### config.mk
export PLATFORM = sky130hd
export DESIGN_NAME = dff_pipe_ff
export DESIGN_NICKNAME = d
export VERILOG_FILES = /design/src/rtl/dff_pipe_pkg.sv /design/src/rtl/dff_pipe_ff_stage.sv /design/src/rtl/dff_pipe_ff.sv
export SDC_FILE = /design/constraint.sdc
export NUM_CORES = 1
export LEC_CHECK = 0
export CAP_MARGIN = 30
export CORE_MARGIN = 2
export CORE_UTILIZATION = 47
export CTS_CLUSTER_DIAMETER = 30
export DETAILED_ROUTE_END_ITERATION = 7
export GPL_ROUTABILITY_DRIVEN = 0
export HOLD_SLACK_MARGIN = 0.02
export PLACE_DENSITY = 0.81
export SYNTH_ARGS = -nofsm -noshare
export SYNTH_HDL_FRONTEND = slang
export SYNTH_SLANG_ARGS = --single-unit
### constraint.sdc
create_clock -name c -period 2.55 [get_ports c]
set_input_delay 0.3825 -clock c [delete_from_list [all_inputs] [get_ports c]]
set_output_delay 0.3825 -clock c [all_outputs]
set_load 0.02 [all_outputs]
### src/rtl/dff_pipe_pkg.sv
// Shared helpers for the dff_pipe_ff elastic register pipeline: majority vote,
// occupancy popcount and occupancy-width helper.
package dff_pipe_pkg;

  // Widest valid vector popcount accepts; DEPTH beyond this is not supported.
  localparam int POP_MAX = 256;

  function automatic int occ_width(input int depth);
    return $clog2(depth + 1);
  endfunction

  // Bit-wise vote; callers apply it per bit so it serves any data width.
  function automatic logic maj3(input logic a, input logic b, input logic c);
    return (a & b) | (a & c) | (b & c);
  endfunction

  function automatic logic [8:0] popcount(input logic [POP_MAX-1:0] v);
    logic [8:0] n;
    n = '0;
    for (int i = 0; i < POP_MAX; i++) n = n + 9'(v[i]);
    return n;
  endfunction

endpackage

### src/rtl/dff_pipe_ff_stage.sv
// One pipeline stage: valid bit plus WIDTH-bit data with load enable.
// With DFF_PIPE_TMR_VOTE_EN defined the state is triplicated and self-scrubbing.
module dff_pipe_stage
  import dff_pipe_pkg::*;
#(
  parameter int               WIDTH   = 8,
  parameter logic [WIDTH-1:0] RST_VAL = '0
) (
  input  logic             c,
  input  logic             rst_b,
  input  logic             ld,
  input  logic             v_in,
  input  logic [WIDTH-1:0] d_in,
  output logic             v_out,
  output logic [WIDTH-1:0] d_out,
  output logic             mism
);

`ifdef DFF_PIPE_TMR_VOTE_EN
  logic             v_a, v_b, v_c;
  logic [WIDTH-1:0] d_a, d_b, d_c;
  logic             v_vote, v_nxt;
  logic [WIDTH-1:0] d_vote, d_nxt;

  // Copies reload the voted value even while holding, scrubbing a single upset.
  always_comb begin
    d_vote = '0;
    v_vote = maj3(v_a, v_b, v_c);
    for (int b = 0; b < WIDTH; b++) d_vote[b] = maj3(d_a[b], d_b[b], d_c[b]);
    v_nxt = ld ? v_in : v_vote;
    d_nxt = (ld && v_in) ? d_in : d_vote;
  end

  always_ff @(posedge c or negedge rst_b) begin
    if (!rst_b) begin
      v_a <= 1'b0;
      v_b <= 1'b0;
      v_c <= 1'b0;
      d_a <= RST_VAL;
      d_b <= RST_VAL;
      d_c <= RST_VAL;
    end else begin
      v_a <= v_nxt;
      v_b <= v_nxt;
      v_c <= v_nxt;
      d_a <= d_nxt;
      d_b <= d_nxt;
      d_c <= d_nxt;
    end
  end

  assign v_out = v_vote;
  assign d_out = d_vote;
  assign mism  = (v_a != v_b) || (v_a != v_c) || (d_a != d_b) || (d_a != d_c);
`else
  logic             v_r;
  logic [WIDTH-1:0] d_r;

  // Bubbles never overwrite data, so the last word stays visible.
  always_ff @(posedge c or negedge rst_b) begin
    if (!rst_b) begin
      v_r <= 1'b0;
      d_r <= RST_VAL;
    end else if (ld) begin
      v_r <= v_in;
      if (v_in) d_r <= d_in;
    end
  end

  assign v_out = v_r;
  assign d_out = d_r;
  assign mism  = 1'b0;
`endif

endmodule

### src/rtl/dff_pipe_ff.sv
// Elastic WIDTH x DEPTH register pipeline with valid/ready, flush and occupancy.
// Optional triplicated state via DFF_PIPE_TMR_VOTE_EN (see dff_pipe_stage).
//
// Handshake: a word moves across an interface on a clock edge where valid and
// ready are both 1; valid never depends on ready, ready may depend on valid.
module dff_pipe_ff
  import dff_pipe_pkg::*;
#(
  parameter int               WIDTH   = 8,
  parameter int               DEPTH   = 3,
  parameter logic [WIDTH-1:0] RST_VAL = '0
) (
  input  logic                         c,
  input  logic                         rst_b,
  input  logic                         clr,
  input  logic                         in_valid,
  output logic                         in_ready,
  input  logic [WIDTH-1:0]             d,
  output logic                         out_valid,
  input  logic                         out_ready,
  output logic [WIDTH-1:0]             q,
  output logic [occ_width(DEPTH)-1:0]  occ,
  output logic                         tmr_err
);

  localparam int OCC_W = occ_width(DEPTH);

  logic [DEPTH-1:0] v;
  logic [DEPTH:0]   rdy;
  logic [DEPTH-1:0] mism;
  logic [WIDTH-1:0] data [DEPTH];

  // Ready ripples back from the output so a full pipe drains without a bubble.
  assign rdy[DEPTH] = out_ready;
  assign in_ready   = rdy[0] && !clr && rst_b;

  for (genvar i = 0; i < DEPTH; i++) begin : g_stage
    logic             v_src;
    logic [WIDTH-1:0] d_src;

    assign rdy[i] = !v[i] || rdy[i+1];

    if (i == 0) begin : g_head
      assign v_src = in_valid && in_ready;
      assign d_src = d;
    end else begin : g_body
      assign v_src = v[i-1];
      assign d_src = data[i-1];
    end

    // Flush forces every stage to load an empty slot, leaving data intact.
    dff_pipe_stage #(
      .WIDTH   (WIDTH),
      .RST_VAL (RST_VAL)
    ) u_stage (
      .c     (c),
      .rst_b (rst_b),
      .ld    (rdy[i] || clr),
      .v_in  (clr ? 1'b0 : v_src),
      .d_in  (d_src),
      .v_out (v[i]),
      .d_out (data[i]),
      .mism  (mism[i])
    );
  end

  assign out_valid = v[DEPTH-1];
  assign q         = data[DEPTH-1];
  assign occ       = OCC_W'(popcount(POP_MAX'(v)));
  assign tmr_err   = |mism;

endmodule

==> After elaboration in Yosys (flattened, before gate mapping) <==
Index checks and enable logic that the tools add are counted.
{ "totals": {"ff_bits": 27, "inputBits": 13} }
{ "op_classes": {"addsub": 2, "n_mux": 3, "n_reduce_logical": 16} }
{ "op_table": {"columns": ["op", "count"], "rows": [
  ["$logic_or 1x1->1", 6],
  ["$reduce_and 2->1", 3],
  ["$logic_not 1->1", 4],
  ["$logic_and 1x1->1", 3],
  ["$mux 1", 3],
  ["$add 1x1->2", 1],
  ["$add 2x1->2", 1]
]} }

==> Depth between registers and ports, before layout <==
Gate-level depths: netlist of the first run.
{ "logic_depth": {"depth_word": 9, "depth_mapped": 4, "mapped_depth_nobuf": 3} }

==> Modules after synthesis <==
A second synthesis of the first run with hierarchy kept.
{ "hier_totals": {"cells_unflattened": 78, "area_unflattened_um2": 1151.1} }
{ "modules_own_cells": {"columns": ["module", "instances", "cells_per_inst", "area_each_um2", "seq_area_each_um2"], "rows": [
  ["dff_pipe_stage", 3, 22, 346.6, 225.2],
  ["dff_pipe_ff", 1, 12, 111.4, 0.0]
]} }

==> Least setup slack after synthesis of the first run <==
Ideal clock, no wire load.
{ "synth_timing": {"path_kind": "flip-flop to output port", "start": "reg g_stage[2].u_stage.v_r", "end": "out in_ready", "arrival_time_ns": 1.240, "required_ns": 2.168, "path_slack_ns": 0.927, "path_stages_with_launch": 3, "n_path_buf": 0, "path_cell_list": "dfrtp_1 > and4b_4 > nor3b_1"} }
{ "synth_via": {"elab_chain_cells": 6} }
{ "synth_lines": {"columns": ["element", "line_no", "source"], "rows": [
  ["start, declared", "dff_pipe_ff_stage.sv:56", "logic v_r;"],
  ["start signal, assigned", "dff_pipe_ff_stage.sv:65", "v_r <= v_in;"],
  ["$logic_not 1->1", "dff_pipe_ff.sv:41", "assign rdy[i] = !v[i] || rdy[i+1];"],
  ["$logic_or 1x1->1 (3 in series)", "dff_pipe_ff.sv:41", null],
  ["$logic_and 1x1->1 (2 in series)", "dff_pipe_ff.sv:35", "assign in_ready = rdy[0] && !clr && rst_b;"],
  ["end, declared", "dff_pipe_ff.sv:17", "output logic in_ready,"]
]} }
Every way passes these cells.

==> Worst setup path in the final report of the first run <==
{ "layout_timing": {"start": "in out_ready", "end": "out in_ready"} }
{ "layout_via": {"elab_chain_cells": 5} }
{ "layout_lines": {"columns": ["element", "line_no", "source"], "rows": [
  ["start, declared", "dff_pipe_ff.sv:20", "input logic out_ready,"],
  ["$logic_or 1x1->1 (3 in series)", "dff_pipe_ff.sv:41", null],
  ["$logic_and 1x1->1 (2 in series)", "dff_pipe_ff.sv:35", null]
]} }
Every way passes these cells.

==> results.cfg, run 1 <==
[setup_path]
cp.arrival_ps = 2000
worst-setup-path-type = in2out
cp-end-kind = output port
critPathLaunchType = primary input
crit_path_max_fanout = 3
critPathRequiredTime_ps = 2170

[floorplan]
core_area_um2 = 2255
die_area_um2 = 2829
die_h_um = 53.19
start_util_pct = 50.44
io_pins = 26
die_width_um = 53.19
rows = 17

[sta]
max_freq_ghz = 0.4192
grt_setup_unrepaired = no
finalMaxSlewViolations = 0
finalSetupTns_ps = 0
period_share_pct = 93.55
setup_viol = 0
finClkSkew_ps = 5.176
period_needed_ps = 2386
hold_viol = 0

[clock_tree]
clkTransAtPathRegs_ps = 130
clk_latency_ps = 310
cts_tree = done
hold_buffers = 0
clockBufferDepth = 2
cts_buffers = 3
ctsResizeCount = 0
cts_root_buffer = clkbuf_4
cts_setup_buffers = 0
ctsHtreeMaxLevel = 1
clock_sinks = 27

[power]
finalPower_w = 0.001114
powerDensity_nw_per_um2 = 788.7
worst_ir_drop_vdd_uv = 419.0
power.leakage_nw = 0.6329

[finish]
syn_to_final_growth_pct = 24.20
drive_above_1_share_pct = 34.38
fin_util_pct = 62.65
design_area_um2 = 1413
fin_nets = 111
diodes = 0
final_cells = 124

[status]
status = complete, no violations

[detailed_routing]
num_vias = 612
drc = 0
wl_um = 1763
drtPass1Iterations = 3
wl_per_cell_um = 14.22
drtIter0Drc = 2
ant_nets = 0
vias_per_cell = 4.935

[placement]
port_buffers = 24
placed_area_um2 = 1385
dp_hpwl_um = 1386
dp.cells = 120

[synthesis]
synth_area_um2 = 1137
syn_avg_cell_area_um2 = 16.02
ys_seq_elements = 27
yosysWarnings = 0
synthesis.nets = 85
synth_cell_types = 18
postSynthCellCount = 71
seq_area_frac_synth_pct = 59.41

[global_routing]
grt.total_usage_pct = 14.84
grt_max_degree = 30
gr-total-overflow = 0
grt_pass1_vias = 623
grt_pass1_wl_um = 2891
antenna_found_initial = 0

[hold_path]
hp-class = in2async

[job]
drv_cap = 0
-- cell usage after synthesis --
cell | instances | area [um^2]
buf_6 | 2 | 22.52
buf_2 | 1 | 5.000
mux2_2 | 16 | 180.2
conb_1 | 1 | 3.750
inv_1 | 1 | 3.750
nor3b_1 | 1 | 7.510
dfrtp_1 | 27 | 675.7
and4b_4 | 1 | 13.76
nor3_4 | 1 | 16.27
fa_1 | 1 | 20.02
nor2_1 | 4 | 15.01
or3b_1 | 1 | 8.760
a211o_2 | 1 | 10.01
a21oi_1 | 2 | 10.01
mux2_4 | 8 | 120.1
nand2_1 | 1 | 3.750
buf_4 | 1 | 7.510
nor2b_4 | 1 | 13.76
-- layer usage --
layer,vias to the layer above,track usage (%),share of wire [%]
li1,293,-,-
met3,4,1.695,4.0
met2,16,26.04,52
met4,0,6.410,1.8
met1,299,18.35,43
met5,-,0,0
-- flip-flops by register name, summed over array words and instances (netlist names) --
name,cells
g_stage.u_stage.d_out,24
g_stage.u_stage.v_out,3
-- kinds of logic after synthesis --
kind of cell | Yosys count | share of synthesized area, %
AOI/OAI and AO/OA | 3 | 1.760
adders and majority gates | 1 | 1.760
buffers and inverters | 5 | 3.410
DFF | 27 | 59.41
muxes | 24 | 26.40
other | 1 | 0.3297
and+or+nand+nor | 10 | 6.930
-- power breakdown --
group          total [W]  switching [W]  internal (W)
logic           0.000336       0.000126      0.000210
clock network   0.000174       0.000116     0.0000587
registers       0.000604      0.0000634      0.000541
total            0.00111       0.000305      0.000809
-- path summary, 6_finish.rpt --
kind	depth (start not counted)	slack, ps	startpoint	to
max	4	160	out_ready	in_ready
min	2	460	rst_b	g_stage[0].u_stage.d_out[1]
max reg2reg	3	880	g_stage[2].u_stage.v_out	g_stage[2].u_stage.d_out[5]
min reg2reg	1	510	g_stage[1].u_stage.d_out[2]	g_stage[2].u_stage.d_out[2]
max in group asynchronous	2	1830	rst_b	g_stage[1].u_stage.d_out[2]
min in group c	1	510	g_stage[1].u_stage.d_out[2]	g_stage[2].u_stage.d_out[2]
-- layout by cell type, fill, tap and decap left out, drive strengths merged, types with 2 or more instances in the layout --
| cell type | n |
|---|---|
| a21oi | 2 |
| clkbuf | 3 |
| clkdlybuf4s50 | 24 |
| dfrtp | 27 |
| mux2 | 24 |
| nor2 | 4 |
-- through the flow --
| stage | hold slack, ps | setup slack (ps) |
|---|---|---|
| final | 455.3 | 164.3 |
| after detailed placement | 489.1 | 157.1 |
| after global routing | 482.1 | 110.2 |
| after CTS | 454.3 | 154.5 |
| after global placement | 487.8 | 230.0 |
| after floorplan | 86.91 | 927.2 |
-- layout make-up --
type | count | area (um^2)
clock buffer | 3 | 22.52
clock inverter | 1 | 5.005
fill | 175 | 842.1
inverter | 1 | 3.754
multi-input combinational | 39 | 422.9
sequential | 27 | 675.6
tap | 28 | 35.03
timing repair buffer | 25 | 247.7
-- critical path, cell delays in order --
cell	delay, ps
clkdlybuf4s50_1	540
and4b_4	250
nor3b_1	200
clkdlybuf4s50_1	640
Power figures use the tool's default switching activity.
==> run 2: changes to the inputs <==
DONT_BUFFER_PORTS = 1   (was not set)
PLACE_DENSITY = 0.67   (was 0.81)
==> results.cfg, run 2 (synthesis gave the netlist of run 1 again) <==
[finish]
regArea_um2 = 675.6
final_cell_mix = dfrtp_1 (27), mux2_2 (16), mux2_4 (8)
diodes = 0
syn_to_final_growth_pct = 5.281
fillers = 206
design_area_um2 = 1197
drive_above_1_share_pct = 45.21
fin_util_pct = 53.11
largest_reg_flops = 24
final_common_cell = dfrtp_1
multiInputGateArea_um2 = 422.9
fin_nets = 88

[sta]
finClkSkew_ps = 8.045
setup_viol = 0
period_share_pct = 79.51
finalSetupTns_ps = 0
setup_ws_ps = 522.5
hold_viol = 0
grt_setup_unrepaired = no
finalMaxSlewViolations = 0
max_freq_ghz = 0.4932
relSlewSlack_pct = 55.97
period_needed_ps = 2028
worst_slew_pin_slew_ps = 659.0

[setup_path]
cp_slowest_cell = nor3b_1
crit_path_max_fanout = 4
slowest_delay_ps = 550
critPathLaunchType = register
r2r_setup_slack_ps = 800
cp_cell_sequence = and4b_4 -> nor3b_1
worst-setup-path-type = reg2out
critPathRequiredTime_ps = 2170
cp.arrival_ps = 1650
cp-end-kind = output port

[floorplan]
core_area_um2 = 2255
io_pins = 26
die_h_um = 53.19
start_util_pct = 50.44
rows = 17
die_area_um2 = 2829
die_width_um = 53.19

[clock_tree]
clkTransAtPathRegs_ps = 140
clk_latency_ps = 320
clock_sinks = 27
cts_tree = done
cts_buffers = 3
cts_root_buffer = clkbuf_4
clockBufferDepth = 2
ctsHtreeMaxLevel = 1

[global_routing]
grt_max_degree = 28
gr-total-overflow = 0
grt_pass1_vias = 554
grt_pass1_wl_um = 2711
grt.total_usage_pct = 14.04
antenna_found_initial = 0

[placement]
pre_cts_ws_ps = 800.5
dp_hpwl_um = 1075
port_buffers = 0
placed_area_um2 = 1137

[power]
pwr-share-clk_pct = 17.9
worst_ir_drop_vdd_uv = 504.9
intPower_w = 0.0007183
netSwitchingFraction_pct = 28.67
seqPwrFrac_pct = 66.0
p_comb_share_pct = 16.1
power.leakage_nw = 0.5476
finalPower_w = 0.001007
powerDensity_nw_per_um2 = 841.1
p_switching_w = 0.0002888

[detailed_routing]
drtIter0Drc = 4
num_vias = 527
wl_um = 1542
wl_per_cell_um = 15.27
drc = 0
ant_nets = 0
drtPass1Iterations = 2
vias_per_cell = 5.218

[status]
status = complete, no violations

[hold_path]
hp-class = in2reg

[job]
drv_cap = 0
## run 2: cell count changes in the layout (fill, tap and decap cells not counted)
cell / delta
clkinvlp_4: +1
clkdlybuf4s50_1: -24
buf_4: -1
dlygate4sd3_1: +1
clkinv_2: -1
buf_12: +1
## run 2: cell type report
class                      instances  share of cell area, %
sequential                        27                  56.43
multi-input combinational         39                  35.32
tap                               28                  2.926
timing repair buffer               2                  2.508
clock buffer                       3                  1.881
clock inverter                     1                 0.6270
inverter                           1                 0.3135
## run 2: worst paths after layout
check	from	endpoint	cells past startpoint
max	g_stage[2].u_stage.v_out	in_ready	2
min	clr	g_stage[0].u_stage.v_out	1
max reg2reg	g_stage[2].u_stage.v_out	g_stage[2].u_stage.d_out[4]	3
min reg2reg	g_stage[1].u_stage.d_out[2]	g_stage[2].u_stage.d_out[2]	1
max in group asynchronous	rst_b	g_stage[0].u_stage.d_out[4]	2
min in group asynchronous	rst_b	g_stage[2].u_stage.v_out	2
## run 2: critical path: cells and delay by family, from the launching register on
family / cells / cell delay [ps]
simple gates: 2 / 810
flops: 1 / 520
## run 2: repair_timing
action                    4_1_cts  5_1_grt
resized for setup               0        0
hold buffers                    2        0
hold endpoints to repair       27        0
setup buffers                   0        0
## run 2: power by group through the flow
stage	combinational, W	clock [W]	sequential [W]
after global routing	0.000181	0.000207	0.000687
after global placement	0.000146	0	0.000675
final	0.000162	0.000180	0.000665
after CTS	0.000165	0.000191	0.000669
after floorplan	0.000146	0	0.000654
after detailed placement	0.000153	0	0.000677
## run 2: per-layer routing
metal	part of all wire, %	vias to the layer above	routed length (um)	global-route usage [%]
li1	-	248	-	-
met2	47	13	729	21.67
met4	0.97	0	15	3.846
met1	46	264	704	17.86
met3	6.0	2	92	6.215
met5	0	-	0	0
## run 2: through the flow
stage | hold slack (ps) | cells
after floorplan | 86.91 | 71
after global placement | 87.53 | 95
after detailed placement | 87.70 | 95
after CTS | 83.03 | 101
after global routing | 63.95 | 101
final | 101.4 | 101
==> run 3: changes to the inputs <==
clock period = 2 ns   (was 2.55 ns; I/O delays follow)
==> results.cfg, run 3 (synthesis gave the netlist of run 1 again) <==
[floorplan]
start_util_pct = 50.44
rows = 17
die_h_um = 53.19
die_width_um = 53.19
io_pins = 26
die_area_um2 = 2829
core_area_um2 = 2255

[job]
drv_cap = 0

[finish]
largest_reg_flops = 24
fin_util_pct = 53.88
final_common_cell = dfrtp_1
fin_nets = 90
design_area_um2 = 1215
diodes = 0
final_cell_mix = dfrtp_1 (27), mux2_2 (16), mux2_4 (8)
syn_to_final_growth_pct = 6.821
drive_above_1_share_pct = 45.33

[power]
finalPower_w = 0.001291
powerDensity_nw_per_um2 = 1063
power.leakage_nw = 0.5570
worst_ir_drop_vdd_uv = 745.6

[sta]
period_needed_ps = 1846
max_freq_ghz = 0.5416
finalMaxSlewViolations = 0
hold_viol = 0
period_share_pct = 92.31
finClkSkew_ps = 11.59
grt_setup_unrepaired = no
finalSetupTns_ps = 0
setup_viol = 0
setup_ws_ps = 153.8

[clock_tree]
clk_latency_ps = 320
cts_setup_buffers = 0
cts_root_buffer = clkbuf_4
ctsHtreeMaxLevel = 1
cts_tree = done
clockBufferDepth = 2
clkTransAtPathRegs_ps = 150
ctsResizeCount = 0
hold_buffers = 3
cts_buffers = 3
clock_sinks = 27

[setup_path]
critPathRequiredTime_ps = 1700
cp_slowest_cell = fa_1
crit_buf_inv = 0
cp.arrival_ps = 1550
crit_path_max_fanout = 4
cp_cell_sequence = fa_1
timing.rr.start = g_stage[2].u_stage.v_out
crit_family = adder cells
slowest_delay_ps = 700
rr_worst_depth = 3
timing.rr.end = g_stage[2].u_stage.d_out[4]
critPathLaunchType = register
worst-setup-path-type = reg2out
cp-end-kind = output port
r2r_setup_slack_ps = 240

[detailed_routing]
drtIter0Drc = 3
drc = 0
ant_nets = 0
drtPass1Iterations = 4
vias_per_cell = 5.087
wl_per_cell_um = 15.68
wl_um = 1615
num_vias = 524

[global_routing]
gr-total-overflow = 0
grt_max_degree = 28
grt.total_usage_pct = 14.46
grt_pass1_vias = 558
grt_pass1_wl_um = 2822
antenna_found_initial = 0

[placement]
placed_area_um2 = 1145
port_buffers = 0
pre_cts_ws_ps = 255.3

[hold_path]
hp-class = in2reg
hold_depth = 1
worstHoldStart = d[0]
hold-path-endpoint = g_stage[0].u_stage.d_out[0]

[status]
status = complete, no violations
run 3: cell type report:
type | count | area [um^2]
Clock buffer | 3 | 22.52
Clock inverter | 1 | 7.507
Fill cell | 208 | 1040
Inverter | 1 | 3.754
Multi-Input combinational cell | 39 | 422.9
Sequential cell | 27 | 675.6
Tap cell | 28 | 35.03
Timing Repair Buffer | 4 | 47.55
run 3: how the worst max path moves through the flow:
stage | end | slack [ps] | depth (start not counted) | start
after floorplan | g_stage[2].u_stage.d_out[0] | 450 | 4 | g_stage[2].u_stage.v_out
after global placement | g_stage[2].u_stage.d_out[2] | 280 | 3 | g_stage[2].u_stage.v_out
after detailed placement | g_stage[2].u_stage.d_out[3] | 260 | 3 | g_stage[2].u_stage.v_out
after CTS | occ[0] | 130 | 1 | g_stage[2].u_stage.v_out
after global routing | occ[0] | 80 | 1 | g_stage[2].u_stage.v_out
final | occ[0] | 150 | 1 | g_stage[2].u_stage.v_out
run 3: worst reg2reg max path, cell delays in order, from the launching register on:
cell and delay (ps):
dfrtp_1 520, nor2b_4 190, or3b_1 570, mux2_4 370
run 3: report_power, final:
part | internal, W | switching (W)
sequential | 0.000689 | 0.000158
combinational | 0.000153 | 0.0000571
clock | 0.0000764 | 0.000157
total | 0.000918 | 0.000373
run 3: metrics by stage:
step	hold WS (ps)	instances
floorplan	4.409	71
global placement	5.023	96
detailed placement	5.112	96
CTS	98.06	103
global route	81.11	103
finish	112.3	103
run 3: routing by layer:
metal  wire [um]  track usage (%)
met1         767            18.60
met2         727            22.29
met3         104            6.215
met4          15            3.846
met5           0                0
